==> src/rtl/data_bus_arbiter_pkg.sv <==
// Shared definitions for the MiniRISC data bus arbiter: FSM state
// encodings, owner index width and the default hold limit.
package data_bus_arbiter_pkg;

  typedef enum logic [1:0] {
    ARB_IDLE  = 2'd0,
    ARB_GRANT = 2'd1,
    ARB_GAP   = 2'd2
  } arb_state_e;

  localparam int IDX_W            = 3;
  localparam int DEFAULT_MAX_HOLD = 16;

endpackage

==> src/rtl/data_bus_arbiter_rr_priority_pick.sv <==
// Combinational round-robin selector: first set request bit searching
// upward with wrap from last+1, so the most recent winner is served last.
import data_bus_arbiter_pkg::*;

module rr_priority_pick #(
  parameter int NUM_REQ = 3
) (
  input  logic [NUM_REQ-1:0] req,
  input  logic [IDX_W-1:0]   last,
  output logic               valid,
  output logic [IDX_W-1:0]   index,
  output logic [NUM_REQ-1:0] onehot
);

  int cand;

  // NOTE: every output and temporary gets a default before the loop so no
  // path through this block leaves a value unassigned, which would infer a latch.
  always_comb begin
    valid  = 1'b0;
    index  = '0;
    onehot = '0;
    cand   = 0;
    for (int k = 1; k <= NUM_REQ; k++) begin
      cand = (int'(last) + k) % NUM_REQ;
      if (!valid && req[cand]) begin
        valid        = 1'b1;
        index        = IDX_W'(cand);
        onehot[cand] = 1'b1;
      end
    end
  end

endmodule

==> src/rtl/data_bus_arbiter.sv <==
// Round-robin arbiter for the shared data memory bus with a one-cycle
// turnaround between tenures and optional preemption after MAX_HOLD cycles.
import data_bus_arbiter_pkg::*;

module data_bus_arbiter #(
  parameter int NUM_REQ  = 3,
  parameter int MAX_HOLD = DEFAULT_MAX_HOLD
) (
  input  logic                   clk,
  input  logic                   rst,
  input  logic [NUM_REQ-1:0]     req,
  output logic [NUM_REQ-1:0]     grant,
  input  logic [NUM_REQ*8-1:0]   m_addr,
  input  logic [NUM_REQ*8-1:0]   m_wdata,
  input  logic [NUM_REQ-1:0]     m_wr,
  input  logic [NUM_REQ-1:0]     m_rd,
  output logic [7:0]             bus_addr,
  output logic [7:0]             bus_wdata,
  output logic                   bus_wr,
  output logic                   bus_rd,
  output logic                   bus_busy,
  output logic [IDX_W-1:0]       owner,
  output logic                   hold_timeout
);

  // A zero limit still gets a one-bit counter; it simply never advances.
  localparam int HW = (MAX_HOLD > 0) ? $clog2(MAX_HOLD + 1) : 1;
  localparam logic [HW-1:0] HOLD_MAX = HW'(MAX_HOLD);

  arb_state_e           state;
  logic [IDX_W-1:0]     last;
  logic [HW-1:0]        hold_cnt;
  logic                 pick_valid;
  logic [IDX_W-1:0]     pick_index;
  logic [NUM_REQ-1:0]   pick_onehot;
  logic                 owner_req;
  logic                 others_req;

  rr_priority_pick #(.NUM_REQ(NUM_REQ)) u_pick (
    .req    (req),
    .last   (last),
    .valid  (pick_valid),
    .index  (pick_index),
    .onehot (pick_onehot)
  );

  // grant is one-hot at owner while in GRANT, so it doubles as the owner mask.
  assign owner_req  = |(req & grant);
  assign others_req = |(req & ~grant);

  // NOTE: all state is updated with non-blocking assignments so every
  // register samples pre-edge values regardless of statement order.
  always_ff @(posedge clk) begin
    if (rst) begin
      state        <= ARB_IDLE;
      grant        <= '0;
      bus_busy     <= 1'b0;
      owner        <= '0;
      last         <= IDX_W'(NUM_REQ - 1);
      hold_cnt     <= '0;
      hold_timeout <= 1'b0;
    end else begin
      hold_timeout <= 1'b0;
      unique case (state)
        ARB_IDLE, ARB_GAP: begin
          if (pick_valid) begin
            state    <= ARB_GRANT;
            grant    <= pick_onehot;
            bus_busy <= 1'b1;
            owner    <= pick_index;
            last     <= pick_index;
            hold_cnt <= '0;
          end else begin
            state    <= ARB_IDLE;
            grant    <= '0;
            bus_busy <= 1'b0;
          end
        end
        ARB_GRANT: begin
          if (hold_cnt != HOLD_MAX) hold_cnt <= hold_cnt + 1'b1;
          if (!owner_req) begin
            state    <= ARB_GAP;
            grant    <= '0;
            bus_busy <= 1'b0;
          end else if (MAX_HOLD != 0 && hold_cnt == HOLD_MAX && others_req) begin
            state        <= ARB_GAP;
            grant        <= '0;
            bus_busy     <= 1'b0;
            hold_timeout <= 1'b1;
          end
        end
        default: begin
          state    <= ARB_IDLE;
          grant    <= '0;
          bus_busy <= 1'b0;
        end
      endcase
    end
  end

  // Only the granted master reaches the bus; idle and turnaround drive zeros.
  always_comb begin
    bus_addr  = '0;
    bus_wdata = '0;
    bus_wr    = 1'b0;
    bus_rd    = 1'b0;
    for (int i = 0; i < NUM_REQ; i++) begin
      if (grant[i]) begin
        bus_addr  = m_addr[8*i +: 8];
        bus_wdata = m_wdata[8*i +: 8];
        bus_wr    = m_wr[i];
        bus_rd    = m_rd[i];
      end
    end
  end

endmodule

==> config.mk <==
export PLATFORM = sky130hd
export DESIGN_NAME = data_bus_arbiter
export DESIGN_NICKNAME = d
export VERILOG_FILES = /design/src/rtl/data_bus_arbiter_pkg.sv /design/src/rtl/data_bus_arbiter_rr_priority_pick.sv /design/src/rtl/data_bus_arbiter.sv
export SDC_FILE = /design/constraint.sdc
export NUM_CORES = 1
export LEC_CHECK = 0
export CAP_MARGIN = 15
export CELL_PAD_IN_SITES_DETAIL_PLACEMENT = 1
export CELL_PAD_IN_SITES_GLOBAL_PLACEMENT = 1
export CORE_MARGIN = 10
export CORE_UTILIZATION = 34
export CTS_BUF_LIST = sky130_fd_sc_hd__clkbuf_4 sky130_fd_sc_hd__clkbuf_8
export DETAILED_ROUTE_END_ITERATION = 10
export PLACE_DENSITY_LB_ADDON = 0.2
export SYNTH_ARGS = -nofsm -noshare
export SYNTH_HDL_FRONTEND = slang
export SYNTH_HIERARCHICAL = 1
export SYNTH_SLANG_ARGS = --single-unit
==> constraint.sdc <==
create_clock -name clk -period 6.3 [get_ports clk]
set_input_delay 0.945 -clock clk [delete_from_list [all_inputs] [get_ports clk]]
set_output_delay 0.945 -clock clk [all_outputs]
set_load 0.02 [all_outputs]
==> reports/results.ini <==
[floorplanning]
io_pins = 85
std_cell_rows = 32
die_w_um = 109
core_um2 = 7690
die_height_um = 109
initial_core_util_pct = 34.8
dieArea_um2 = 11800

[setup_path]
worst-r2r-setup-slack_ns = 0.84
crit_required_ns = 6.43
end_kind = flop
critPathArrivalTime_ns = 5.59
startpoint_type = flop
rr_worst_depth = 17
max_stage_delay_ns = 0.61
path_class = reg -> reg
critPathMaxFanout = 12
crit_chain = inv_1 -> ha_1 -> xor2_2 -> inv_2 -> ha_1 -> and4_4 -> or4_4 -> and2_4 -> ha_1 -> or4_4 -> mux2_4 -> a221o_1 -> o21ai_0 -> nand2_1 -> nand2b_1 -> nor2_1 -> or2_1
timing.critical_path.slowest_stage_cell = or4_4
crit_top_cell = ha_1
r2r-end = state[0]$_SDFFE_PP0P_
r2r_start = last[1]$_SDFFE_PP1P_

[sta]
fmax_mhz = 183
slew_headroom_pct = 40.7
setup_tns_ns = 0
min_period_ns = 5.46
hold_viol = 0
post-route-period-util_pct = 86.7
slew_violations = 0
finalSetupViolCount = 0
rsz0062_at_grt = false
worstMarginPinSlew_ns = 0.888
fin_skew_ns = 0.00414

[drt]
drtAntennaViolNets = 0
drt_iter0_drc = 146
drcViolationCount = 0
wl_per_cell_um = 18.2
vias = 3020
via_per_inst = 5.58
drtPass1Iterations = 4
routed_wl_mm = 9.86

[worst_hold_path]
min_to = owner[1]$_SDFFE_PP0P_
hold_depth = 2
hp-class = reg -> reg
hold_path_startpoint = owner[1]$_SDFFE_PP0P_

[synthesis]
syn-num-nets = 450
synth_warnings = 6
syn_avg_cell_area_um2 = 7.26
syn_inst = 369
syn-cell-area_um2 = 2680
async_reset_ff_share_pct = 0
yosys.cell_types.count = 76
yosysSeqAreaShare_pct = 12.0
ys.flop_type = dfxtp_1
synth-seq-cells = 16
synth_edf_count = 0

[layout]
syn2layout_area_growth_pct = 34.5
fin_cells = 541
final_common_cell = clkdlybuf4s50_1
layout-drive-gt1-share_pct = 7.52
final_nets = 521
layout_common_cells = 84 x clkdlybuf4s50_1, 45 x nand2_1, 28 x o21ai_0, 22 x ha_1, 21 x a21oi_1
fillers = 984
n_antenna_cell = 0

[pwr]
ir_drop_mv = 0.423
p_clk_share_pct = 4.5
p_leak_nw = 1.35
p_sw_share_pct = 54.5
p_int_uw = 915
power_frac_seq_pct = 8.8
power_frac_comb_pct = 86.7
power.density_nw_per_um2 = 558
p_total_mw = 2.01
switchingPower_mw = 1.10

[global_route]
gr-total-overflow = 0
grt_max_degree = 38
grt_usage_pct = 16.0
antenna_found_initial = 0
grt_pass1_wl_mm = 16.0
grt_pass1_vias = 3014

[placement]
place_inst = 537
routabilityCongestion = 0.856
io_buffers = 84
hpwl_mm = 7.94

[clocking]
cts_max_level = 1
cts_tree = yes
post_cts_buffers = 0
clk_latency_ns = 0.25
cts-resized-gates = 0
clkSlewWorstSetupHoldPaths_ns = 0.07
cts_root_buf = clkbuf_8
cts-buffers-inserted = 3
clock_path_buffers = 2
numClockSinks = 16
hold_buffers = 0

[run]
cap_violations = 0

[status]
status = complete, no violations

==> critical path: cells and delay by family (launching register included) <==
family	cells	cell delay [ns]
flip-flops	1	0.58
multiplexers	1	0.31
XOR/XNOR	1	0.38
AO/OA/AOI/OAI	2	0.42
buffers and inverters	2	0.37
adder cells (fa/ha/maj)	3	0.95
AND/OR/NAND/NOR	8	2.33
==> per-layer routing <==
layer  wire length, um  vias to the layer above  global-route usage (%)
met2              4880                       58                    28.2
met5                 0                        -                       0
met1              4460                     1424                    20.3
met4                79                        0                    2.45
met3               432                        8                    2.65
li1                  -                     1530                       -
==> metrics by stage <==
step / utilization (%) / worst slack (ns) / hold WS (ns) / instance area, um^2
after global routing: 46.9 / 0.535 / 0.485 / 3600
after CTS: 46.9 / 0.845 / 0.466 / 3600
after floorplan: - / 1.20 / 0.461 / 2680
after global placement: 46.2 / 1.07 / 0.450 / 3550
final: 46.9 / 0.838 / 0.463 / 3600
after detailed placement: 46.2 / 0.928 / 0.454 / 3550
==> power by group through the flow <==
| stage | sequential [mW] | clock, mW | combinational (mW) |
|---|---|---|---|
| after global routing | 0.183 | 0.0959 | 1.93 |
| after CTS | 0.177 | 0.0938 | 1.75 |
| after detailed placement | 0.179 | 0 | 1.73 |
| after global placement | 0.178 | 0 | 1.70 |
| final | 0.177 | 0.0909 | 1.74 |
| after floorplan | 0.170 | 0 | 1.29 |
==> final cells by class <==
type	instances	area, um^2	share of cell area, %
Clock buffer	4	55.1	1.53
Sequential cell	16	320	8.89
Tap cell	102	128	3.54
Timing Repair Buffer	87	863	24.0
Multi-Input combinational cell	310	2150	59.8
Inverter	22	82.6	2.29
==> worst max path at each step <==
stage / start / to / slack, ns / depth (start not counted)
after floorplan: owner[0]$_SDFFE_PP0P_ / hold_cnt[1]$_SDFFE_PP0P_ / 1.20 / 19
after global placement: last[1]$_SDFFE_PP1P_ / hold_cnt[1]$_SDFFE_PP0P_ / 1.07 / 17
after detailed placement: last[1]$_SDFFE_PP1P_ / state[0]$_SDFFE_PP0P_ / 0.93 / 17
after CTS: last[1]$_SDFFE_PP1P_ / state[0]$_SDFFE_PP0P_ / 0.85 / 17
after global routing: last[1]$_SDFFE_PP1P_ / state[0]$_SDFFE_PP0P_ / 0.54 / 17
final: last[1]$_SDFFE_PP1P_ / state[0]$_SDFFE_PP0P_ / 0.84 / 17
==> state kept, by name, indices dropped and copies added, names as in the netlist <==
signal,flops
hold_cnt,5
grant,3
owner,3
state,2
bus_busy,1
hold_timeout,1
last,1
==> logic make-up after synthesis <==
kind of cell             Yosys count  synth area share [%]
multiplexers                       8                  3.22
AND/OR/NAND/NOR                  135                  27.4
adder cells (fa/ha/maj)           22                  10.3
XOR/XNOR                           6                  2.24
flip-flops                        16                  12.0
AO/OA/AOI/OAI                    139                  37.3
buffers and inverters             43                  7.61
==> cell usage after synthesis, types with 6 or more instances <==
cell type | count | area (um^2)
a21o_1 | 7 | 52.6
a21oi_1 | 21 | 105
a22oi_1 | 20 | 150
a31oi_1 | 7 | 43.8
buf_2 | 7 | 35.0
clkbuf_1 | 8 | 30.0
dfxtp_1 | 16 | 320
ha_1 | 22 | 275
inv_1 | 19 | 71.3
mux2i_1 | 6 | 60.1
nand2_1 | 45 | 169
nand2b_1 | 8 | 50.1
nand3_1 | 7 | 35.0
nor2_1 | 17 | 63.8
nor2b_1 | 8 | 50.1
nor3_1 | 13 | 65.1
o211ai_1 | 6 | 45.0
o21ai_0 | 28 | 140
No activity file was read; power rests on OpenSTA's default activity.
